$ cat config.mk
export PLATFORM = sky130hd
export DESIGN_NAME = fetch_unit
export DESIGN_NICKNAME = d
export VERILOG_FILES = /design/src/rtl/fetch_unit.sv
export SDC_FILE = /design/constraint.sdc
export NUM_CORES = 1
export LEC_CHECK = 0
export BUFFER_PORTS_ARGS = -buffer_cell sky130_fd_sc_hd__buf_2
export CAP_MARGIN = 10
export CELL_PAD_IN_SITES_DETAIL_PLACEMENT = 0
export CELL_PAD_IN_SITES_GLOBAL_PLACEMENT = 1
export CORE_ASPECT_RATIO = 1.2
export CORE_UTILIZATION = 44
export CTS_CLUSTER_SIZE = 28
export DETAILED_ROUTE_END_ITERATION = 7
export GPL_TIMING_DRIVEN = 0
export PLACE_DENSITY_LB_ADDON = 0.1
export SYNTH_ARGS = -nofsm -noshare
export SYNTH_HDL_FRONTEND = slang
export SYNTH_SLANG_ARGS = --single-unit
$ cat constraint.sdc
create_clock -name sys_clock -period 5.53 [get_ports sys_clock]
set_clock_uncertainty 0.15 [all_clocks]
set_input_delay 1.106 -clock sys_clock [delete_from_list [all_inputs] [get_ports sys_clock]]
set_output_delay 1.106 -clock sys_clock [all_outputs]
set_load 0.03 [all_outputs]
$ cat src/rtl/fetch_unit.sv
`default_nettype none
// ============================================================================
// Module   : fetch_unit
// Purpose  : Instruction fetch with wrapping PC, redirect, variable-latency
//            memory requests and a FIFO fetch queue feeding decode.
// Revision : 1.0 - initial release
// ============================================================================
module fetch_unit #(
    parameter int INSTR_W    = 32,
    parameter int ADDR_W     = 10,
    parameter int NUM_INSTRS = 1024,
    parameter int FQ_DEPTH   = 4,
    parameter int MAX_OUTST  = 4
) (
    input  logic               sys_clock,
    input  logic               reset_n,
    input  logic               redirect_valid,
    input  logic [ADDR_W-1:0]  redirect_pc,
    output logic               imem_req_valid,
    output logic [ADDR_W-1:0]  imem_req_addr,
    input  logic               imem_req_ready,
    input  logic               imem_rsp_valid,
    input  logic [INSTR_W-1:0] imem_rsp_data,
    output logic               id_valid,
    output logic [INSTR_W-1:0] id_instr,
    output logic [ADDR_W-1:0]  id_pc,
    input  logic               id_ready,
    output logic [ADDR_W-1:0]  fetch_pc
);

    localparam int c_PTR_W = $clog2(FQ_DEPTH);
    // Wide enough to hold queued + in-flight without overflow
    localparam int c_CNT_W = $clog2(FQ_DEPTH) + 2;
    localparam logic [c_CNT_W-1:0] c_FQ_DEPTH    = c_CNT_W'(FQ_DEPTH);
    localparam logic [c_CNT_W-1:0] c_MAX_OUTST   = c_CNT_W'(MAX_OUTST);
    localparam logic [ADDR_W:0]    c_NUM_INSTRS  = (ADDR_W+1)'(NUM_INSTRS);
    localparam logic [ADDR_W:0]    c_ONE         = (ADDR_W+1)'(1);

    logic [ADDR_W-1:0]  r_resp_pc;
    logic [c_PTR_W-1:0] r_wr_ptr;
    logic [c_PTR_W-1:0] r_rd_ptr;
    logic [c_CNT_W-1:0] r_count;
    logic [c_CNT_W-1:0] r_outst;
    logic [c_CNT_W-1:0] r_drop_cnt;
    logic [INSTR_W-1:0] r_q_instr [FQ_DEPTH];
    logic [ADDR_W-1:0]  r_q_pc    [FQ_DEPTH];

    logic               w_issue;
    logic               w_push;
    logic               w_pop;
    logic [c_CNT_W-1:0] w_outst_nxt;
    logic [c_CNT_W-1:0] w_count_nxt;
    logic [c_PTR_W-1:0] w_wr_ptr_nxt;
    logic [c_PTR_W-1:0] w_rd_ptr_nxt;
    logic [ADDR_W-1:0]  w_redirect_pc;

    function automatic logic [ADDR_W-1:0] f_inc(input logic [ADDR_W-1:0] x);
        logic [ADDR_W:0] v;
        v = {1'b0, x} + c_ONE;
        return (v == c_NUM_INSTRS) ? '0 : v[ADDR_W-1:0];
    endfunction

    assign w_redirect_pc  = ({1'b0, redirect_pc} >= c_NUM_INSTRS) ? '0 : redirect_pc;

    assign imem_req_valid = reset_n & ~redirect_valid & (r_outst < c_MAX_OUTST)
                          & ((r_count + r_outst) < c_FQ_DEPTH);
    assign imem_req_addr  = fetch_pc;
    assign id_valid       = (r_count != '0);

    assign w_issue      = imem_req_valid & imem_req_ready;
    assign w_push       = imem_rsp_valid & ~redirect_valid & (r_drop_cnt == '0);
    assign w_pop        = id_valid & id_ready & ~redirect_valid;
    assign w_outst_nxt  = r_outst + c_CNT_W'(w_issue) - c_CNT_W'(imem_rsp_valid);
    assign w_count_nxt  = r_count + c_CNT_W'(w_push) - c_CNT_W'(w_pop);
    assign w_wr_ptr_nxt = r_wr_ptr + c_PTR_W'(w_push);
    assign w_rd_ptr_nxt = r_rd_ptr + c_PTR_W'(w_pop);

    always_ff @(posedge sys_clock or negedge reset_n) begin
        if (!reset_n) begin
            fetch_pc   <= '0;
            r_resp_pc  <= '0;
            r_outst    <= '0;
            r_drop_cnt <= '0;
            r_count    <= '0;
            r_wr_ptr   <= '0;
            r_rd_ptr   <= '0;
        end else if (redirect_valid) begin
            // Everything still in flight belongs to the old path
            fetch_pc   <= w_redirect_pc;
            r_resp_pc  <= w_redirect_pc;
            r_outst    <= w_outst_nxt;
            r_drop_cnt <= w_outst_nxt;
            r_count    <= '0;
            r_wr_ptr   <= '0;
            r_rd_ptr   <= '0;
        end else begin
            if (w_issue) begin
                fetch_pc <= f_inc(fetch_pc);
            end
            if (imem_rsp_valid && (r_drop_cnt != '0)) begin
                r_drop_cnt <= r_drop_cnt - c_CNT_W'(1);
            end
            if (w_push) begin
                r_resp_pc <= f_inc(r_resp_pc);
            end
            r_outst  <= w_outst_nxt;
            r_count  <= w_count_nxt;
            r_wr_ptr <= w_wr_ptr_nxt;
            r_rd_ptr <= w_rd_ptr_nxt;
        end
    end

    always_ff @(posedge sys_clock) begin
        if (w_push) begin
            r_q_instr[r_wr_ptr] <= imem_rsp_data;
            r_q_pc[r_wr_ptr]    <= r_resp_pc;
        end
    end

    // Head register: a push into an otherwise-empty queue bypasses the array
    always_ff @(posedge sys_clock or negedge reset_n) begin
        if (!reset_n) begin
            id_instr <= '0;
            id_pc    <= '0;
        end else if (!redirect_valid && (w_count_nxt != '0)) begin
            if (w_push && (r_wr_ptr == w_rd_ptr_nxt)) begin
                id_instr <= imem_rsp_data;
                id_pc    <= r_resp_pc;
            end else begin
                id_instr <= r_q_instr[w_rd_ptr_nxt];
                id_pc    <= r_q_pc[w_rd_ptr_nxt];
            end
        end
    end

    a_no_overflow: assert property (@(posedge sys_clock) disable iff (!reset_n)
                                    !(w_push && !w_pop && (r_count == c_FQ_DEPTH)));

endmodule
`default_nettype wire

======== Word level (Yosys, flattened, before mapping) ========
Memory sizes are Yosys's and may differ from the RTL's. A register that Yosys moved wholly into a read port is not among the register bits.
Cells that the tools add are included.
word-level totals
  flip-flop bits (word level) ............. 36
  bits in writable memories ............... 168
  bits of input ports ..................... 48
  output and inout bits ................... 64
  word-level logic and storage cells ...... 57
  memories kept ........................... 2
operators by class
  $add $sub $neg .......................... 10
  magnitude comparators ................... 2
  equal/unequal tests ..................... 2
  mux-type cells .......................... 13
  bitwise operators ....................... 9
  reductions and logical operators ........ 12
memories
  memory     words  bits a word  read ports  clocked after memory_dff  wr ports  line  text
  r_q_instr  4      32           1           1                         1         45    logic [INSTR_W-1:0] r_q_instr [FQ_DEPTH];
  r_q_pc     4      10           1           1                         1         46    logic [ADDR_W-1:0] r_q_pc [FQ_DEPTH];
operators with widths
  kind                                                                  number
  10-bit two-way mux                                                    6
  10-bit by 1-bit adder with 11-bit output, second input constant       2
  11-bit == test, second input constant                                 2
  4-bit two-way mux                                                     3
  4-bit nonzero test                                                    3
  4-bit by 1-bit adder with 4-bit output                                2
  1-bit AND                                                             8
  4-bit by 3-bit < comparator with 1-bit output, second input constant  2
  4-bit by 1-bit subtractor with 4-bit output                           2
  2-bit nonzero test                                                    3
  2-bit by 1-bit adder with 2-bit output                                2
  4-bit adder                                                           1
  4-bit logical NOT                                                     1
  2-bit two-way mux                                                     2
  4-bit by 1-bit subtractor with 4-bit output, second input constant    1
  1-bit logical NOT                                                     3
  1-bit logical AND                                                     2
  1-bit two-way mux                                                     2
  1-bit NOT                                                             1

======== Depth between registers and ports, before layout ========
  word-level depth ........................ 8
  gate-level depth with buffers ........... 14
  depth with buffers taken out ............ 14

======== Least setup slack after synthesis ========
Ideal clock, no wire load.
  path type ............................... input port to flip-flop
  start ................................... input imem_rsp_valid
  end ..................................... memory r_q_instr[0][0] (enable)
  setup time .............................. 0.493 ns
  data arrival time ....................... 4.400 ns
  path slack .............................. 0.487 ns
  stages .................................. 4
  buffers on the path ..................... 1
  cells stage by stage .................... and4bb_1 > buf_4 > nand2_4 > nor3_1
on the way
  cells in the longest elaborated chain, start to end .. 4
RTL lines
  element                                  line  text
  from (decl)                              22    input logic imem_rsp_valid,
  1-bit AND (2 in series)                  71    assign w_push = imem_rsp_valid & ~redirect_valid & (r_drop_cnt == '0);
  1-bit two-way mux                        114   if (w_push) begin
  1-bit two-way mux (implied by the code)  115   r_q_instr[r_wr_ptr] <= imem_rsp_data;
  to (decl)                                45
No other way between the ends.

======== Worst setup path in the final report ========
  start ................................... input redirect_valid
  end ..................................... register id_instr[10], read port of r_q_instr
on the way
  cells in the longest elaborated chain, start to end .. 7
  elaborated cells between the ends (all ways) .. 10
RTL lines
  element                                      line    text
  from (decl)                                  17      input logic redirect_valid,
  1-bit NOT                                    71, 72
  1-bit AND (2 in series)                      71
  4-bit by 1-bit adder with 4-bit output       74      assign w_count_nxt = r_count + c_CNT_W'(w_push) - c_CNT_W'(w_pop);
  4-bit by 1-bit subtractor with 4-bit output  74
  4-bit nonzero test                           125     end else if (!redirect_valid && (w_count_nxt != '0)) begin
  1-bit logical AND                            125
  to (decl)                                    25      output logic [INSTR_W-1:0] id_instr,
Several ways; a longest one is shown, not always the timed one.
A chain may end at the register's enable or synchronous reset.

==> summary by stage <==
Critical path
The critical path goes through buf_2 -> clkinv_1 -> clkbuf_1 -> and3_1 -> ha_1 -> inv_1 -> ha_1 -> fa_1 -> nor2_1 -> a31oi_1 -> buf_2 -> mux2_2. The worst setup path is captured at a flop. The required time of the critical path is 5.77 ns. The cell family with the largest share of critical-path delay is buffers and inverters. The number of buffers and inverters on the critical path is 5. The register-to-register setup slack is approximately 1.5 ns.

In this design, the stage delay of the slowest critical-path cell is 0.68 ns. STA classifies the critical path startpoint as an input pin. STA puts the critical path data arrival time at ~4.8 ns. Measured in cells, the most critical reg-to-reg path has a length of 13. The setup path with the least slack is of type input pin to flop. The highest-delay cell along the critical path is sky130_fd_sc_hd__a31oi_1.

The critical-path maximum fanout is 10. The worst register-to-register path ends at id_instr[10]. The launching point of the worst reg2reg path is r_drop_cnt[0].

Floorplan
From bottom edge to top edge, the die measures between 150 and 200 um. The floorplan has between 60 and 70 rows. The die is 142.2 um wide.

In this run the standard cell core region covers between 20000 and 25000 um^2. The die area is 24210 um^2. The starting density of the core is 44.87%. between 100 and 150 I/O pins were placed.

Final layout
The share of cells above drive strength 1 is a little over two fifths. The number of fillers in the final layout is approximately 1900. The sequential cell area in the final layout is approximately 7000 um^2.

From synthesis to final layout, the design area changed by 19.01%. Leaving out fill and tap cells, the most frequent cell in the layout is sky130_fd_sc_hd__edfxtp_1. In the layout the commonest cells are sky130_fd_sc_hd__edfxtp_1 (168), sky130_fd_sc_hd__buf_2 (120), sky130_fd_sc_hd__mux2_2 (86), sky130_fd_sc_hd__dfrtp_1 (78), sky130_fd_sc_hd__mux4_2 (42). The end-of-flow core utilization is a little over half.

The area of the multi-input gates is 3115 um^2. The net count of the finished layout is approximately 800.

Global route
Global routing consumed, over all layers together, between 10% and 20% of the routing resources. The number of global-route vias before repair came to about 5800. The total overflow left after global routing is 0. The number of antenna violations at the first check in global routing was 1.

Entering global routing, the biggest net connects between 40 and 50 pins. The first-pass GRT wire length is roughly 33000 um.

STA
The highest attainable clock frequency is 221.0 MHz. For the pin with the worst max-slew slack, the measured transition is 0.8933 ns. Setup repair after global routing left no endpoint under its margin.

In this run the tightest slew margin relative to its limit is 40.17%. The final critical path time including I/O delays and setup is about 4.5 ns. Setup violations remaining at the end of the flow were counted as 0. The final count of hold timing violations came to 0. The max-slew violation count is 0. The final cycle utilization of the critical path is roughly four fifths.

The sum of negative setup slack is 0 ns.

Drt
The final routed wire length divided by cell count is between 15 and 20 um. Dividing the detail-routed via count by the number of cells gives between 5 and 6. The number of detailed-routing iterations run before antenna repair is 5. The detailed router finished its first iteration with approximately 240 violations. The remaining design rule violation count is 0. Once detail routing completed, the nets flagged for antenna violations numbered 0. The via total after detailed routing is around 5500.

The total detailed-routing wirelength is a little over 20000 um.

Clocking
The CTS tree is built. CTS built an H-tree with a depth of 1. The clock transition at the registers of the reported paths is approximately 0.060 ns. Buffers inserted during clock tree synthesis total 25. The number of clock sinks is around 250.

Once the clock tree was built, the resizer swapped 0 gates to a different size. Post-CTS timing repair inserted 0 buffers for setup. The clock root buffer is sky130_fd_sc_hd__clkbuf_16. Buffers inserted to repair hold after CTS numbered 0. The number of buffers between clock root and the deepest sink is 3.

The clock latency on the worst-skew pair is between 0.5 and 0.6 ns.

Synth
In the synthesized netlist the async set-or-reset flop fraction comes to 31.71%. The Yosys step of the flow raised 0 warnings. The cell area after technology mapping is ~10000 um^2.

The number of nets in the synthesized netlist is between 600 and 700. The fraction of the yosys area taken by sequential cells is a little under 70%. Synthesis produced a netlist whose cell count is 584. Counting flops with a built-in enable in the synthesized netlist gives roughly 170. Averaged over all synthesized cells, the footprint is 17.77 um^2. Among all flip-flop cells after synthesis, the most frequent one is sky130_fd_sc_hd__edfxtp_1. The netlist uses 45 different library cells. The number of storage elements in the synthesis netlist is approximately 250.

Pwr
The maximum vdd ir drop is around 210 uV. The total power density per cell area is ~470 nW/um^2. The analysis attributes to cell leakage a power of approximately 4.6 nW.

Min path
The class of the tightest hold or removal check is flop to flop. In this run the most critical hold path is launched from id_instr[7]. The terminating pin of the worst hold path is id_instr[7]. The number of cells traversed by the worst hold path is 1.

Place
Routability-driven placement finished with a final weighted congestion of 0.8251. The detailed placement HPWL is around 14000 um. The port buffer count is 111.

Job
The number of violations of the max-capacitance limit is 0.

Status
The flow ran to the end, and the final reports show no timing, DRC or antenna violations.
## Yosys cell counts, drive strengths merged (3+ instances only)
library cell,n,area (um^2)
edfxtp,168,5045
mux2,92,1036
dfrtp,78,1952
mux4,42,945.9
buf,25,177.7
inv,20,75.07
ha,18,225.2
nor2,17,63.81
xnor2,16,140.1
nand2,12,52.55
xor2,10,87.58
a21oi,9,45.04
clkbuf,8,30.03
nand4,8,50.05
and3,7,43.79
nand3,6,30.03
a31oi,5,31.28
nor2b,4,25.02
nor3,4,31.28
o21ai,4,20.02
o31ai,4,30.03
o31a,3,26.28
or4,3,22.52
## worst reg2reg max path, cell delays in order, from the launching register on
cell and delay [ns]:
sky130_fd_sc_hd__dfrtp_1 0.38, sky130_fd_sc_hd__inv_1 0.11, sky130_fd_sc_hd__ha_1 0.18, sky130_fd_sc_hd__and4bb_1 0.21, sky130_fd_sc_hd__buf_4 0.19, sky130_fd_sc_hd__nand2_4 0.09, sky130_fd_sc_hd__ha_1 0.28, sky130_fd_sc_hd__inv_1 0.04
sky130_fd_sc_hd__ha_1 0.19, sky130_fd_sc_hd__fa_1 0.50, sky130_fd_sc_hd__nor2_1 0.06, sky130_fd_sc_hd__a31oi_1 0.68, sky130_fd_sc_hd__buf_2 0.44, sky130_fd_sc_hd__mux2_2 0.38
## registers in the layout, indices dropped and copies added, names as in the netlist
signal / cells
id_pc: 10
r_count: 4
r_rd_ptr: 2
fetch_pc: 10
id_instr: 32
r_drop_cnt: 4
r_resp_pc: 10
r_outst: 4
r_q_instr: 128
r_q_pc: 40
r_wr_ptr: 2
## routing by layer
metal	part of all wire, %	global-route usage, %	vias up
met5	0	0	-
met4	1.4	4.769	0
met3	3.6	2.307	23
met2	51	30.88	119
met1	44	23.48	2840
li1	-	-	2550
## layout make-up
cell class                      count  share of cell area [%]
Clock inverter                     10                  0.6180
Antenna cell                        1                 0.02026
Timing Repair Buffer              122                   6.251
Inverter                           21                  0.6382
Tap cell                          315                   3.191
Clock buffer                       36                   5.724
Multi-Input combinational cell    284                   25.23
Buffer                             33                   1.682
Sequential cell                   246                   56.65
## how the worst max path moves through the flow
stage,from,end,slack (ns),depth (start not counted)
floorplan,imem_rsp_valid,r_q_instr[0][0],0.49,4
global placement,imem_rsp_valid,r_q_instr[0][25],-2.54,5
detailed placement,redirect_valid,id_instr[3],0.41,12
CTS,redirect_valid,id_instr[3],0.92,12
global route,redirect_valid,id_instr[3],0.75,12
finish,redirect_valid,id_instr[10],1.00,12
## where the power goes
group,switching [mW],internal (mW),total [mW]
logic,1.01,0.822,1.83
registers,0.158,2.22,2.38
clock network,0.673,0.934,1.61
## kinds of logic (layout without fill, tap and decap cells)
family	after synthesis	count (layout)	synth area share, %
compound gates	35	35	2.243
buf+inv	54	222	2.761
mux	135	135	19.19
other cells	0	1	0
flops	246	246	67.42
xor+xnor	26	26	2.194
simple gates	68	68	3.629
fa+ha+maj	20	20	2.556
## through the flow
stage | setup WS [ns] | cells | power, mW | cell area (um^2) | hold WS, ns
2_1_floorplan | 0.4870 | 584 | 3.776 | 10380 | 0.3509
5_1_grt | 0.7546 | 1068 | 6.127 | 12350 | 0.3693
3_3_place_gp | -2.537 | 1010 | 4.243 | 11330 | 0.3341
3_5_place_dp | 0.4100 | 1021 | 4.287 | 11560 | 0.3397
4_1_cts | 0.9151 | 1067 | 5.909 | 12350 | 0.3529
6_report | 1.004 | 1068 | 5.821 | 12350 | 0.3469
No activity file was read; power rests on OpenSTA's default activity.
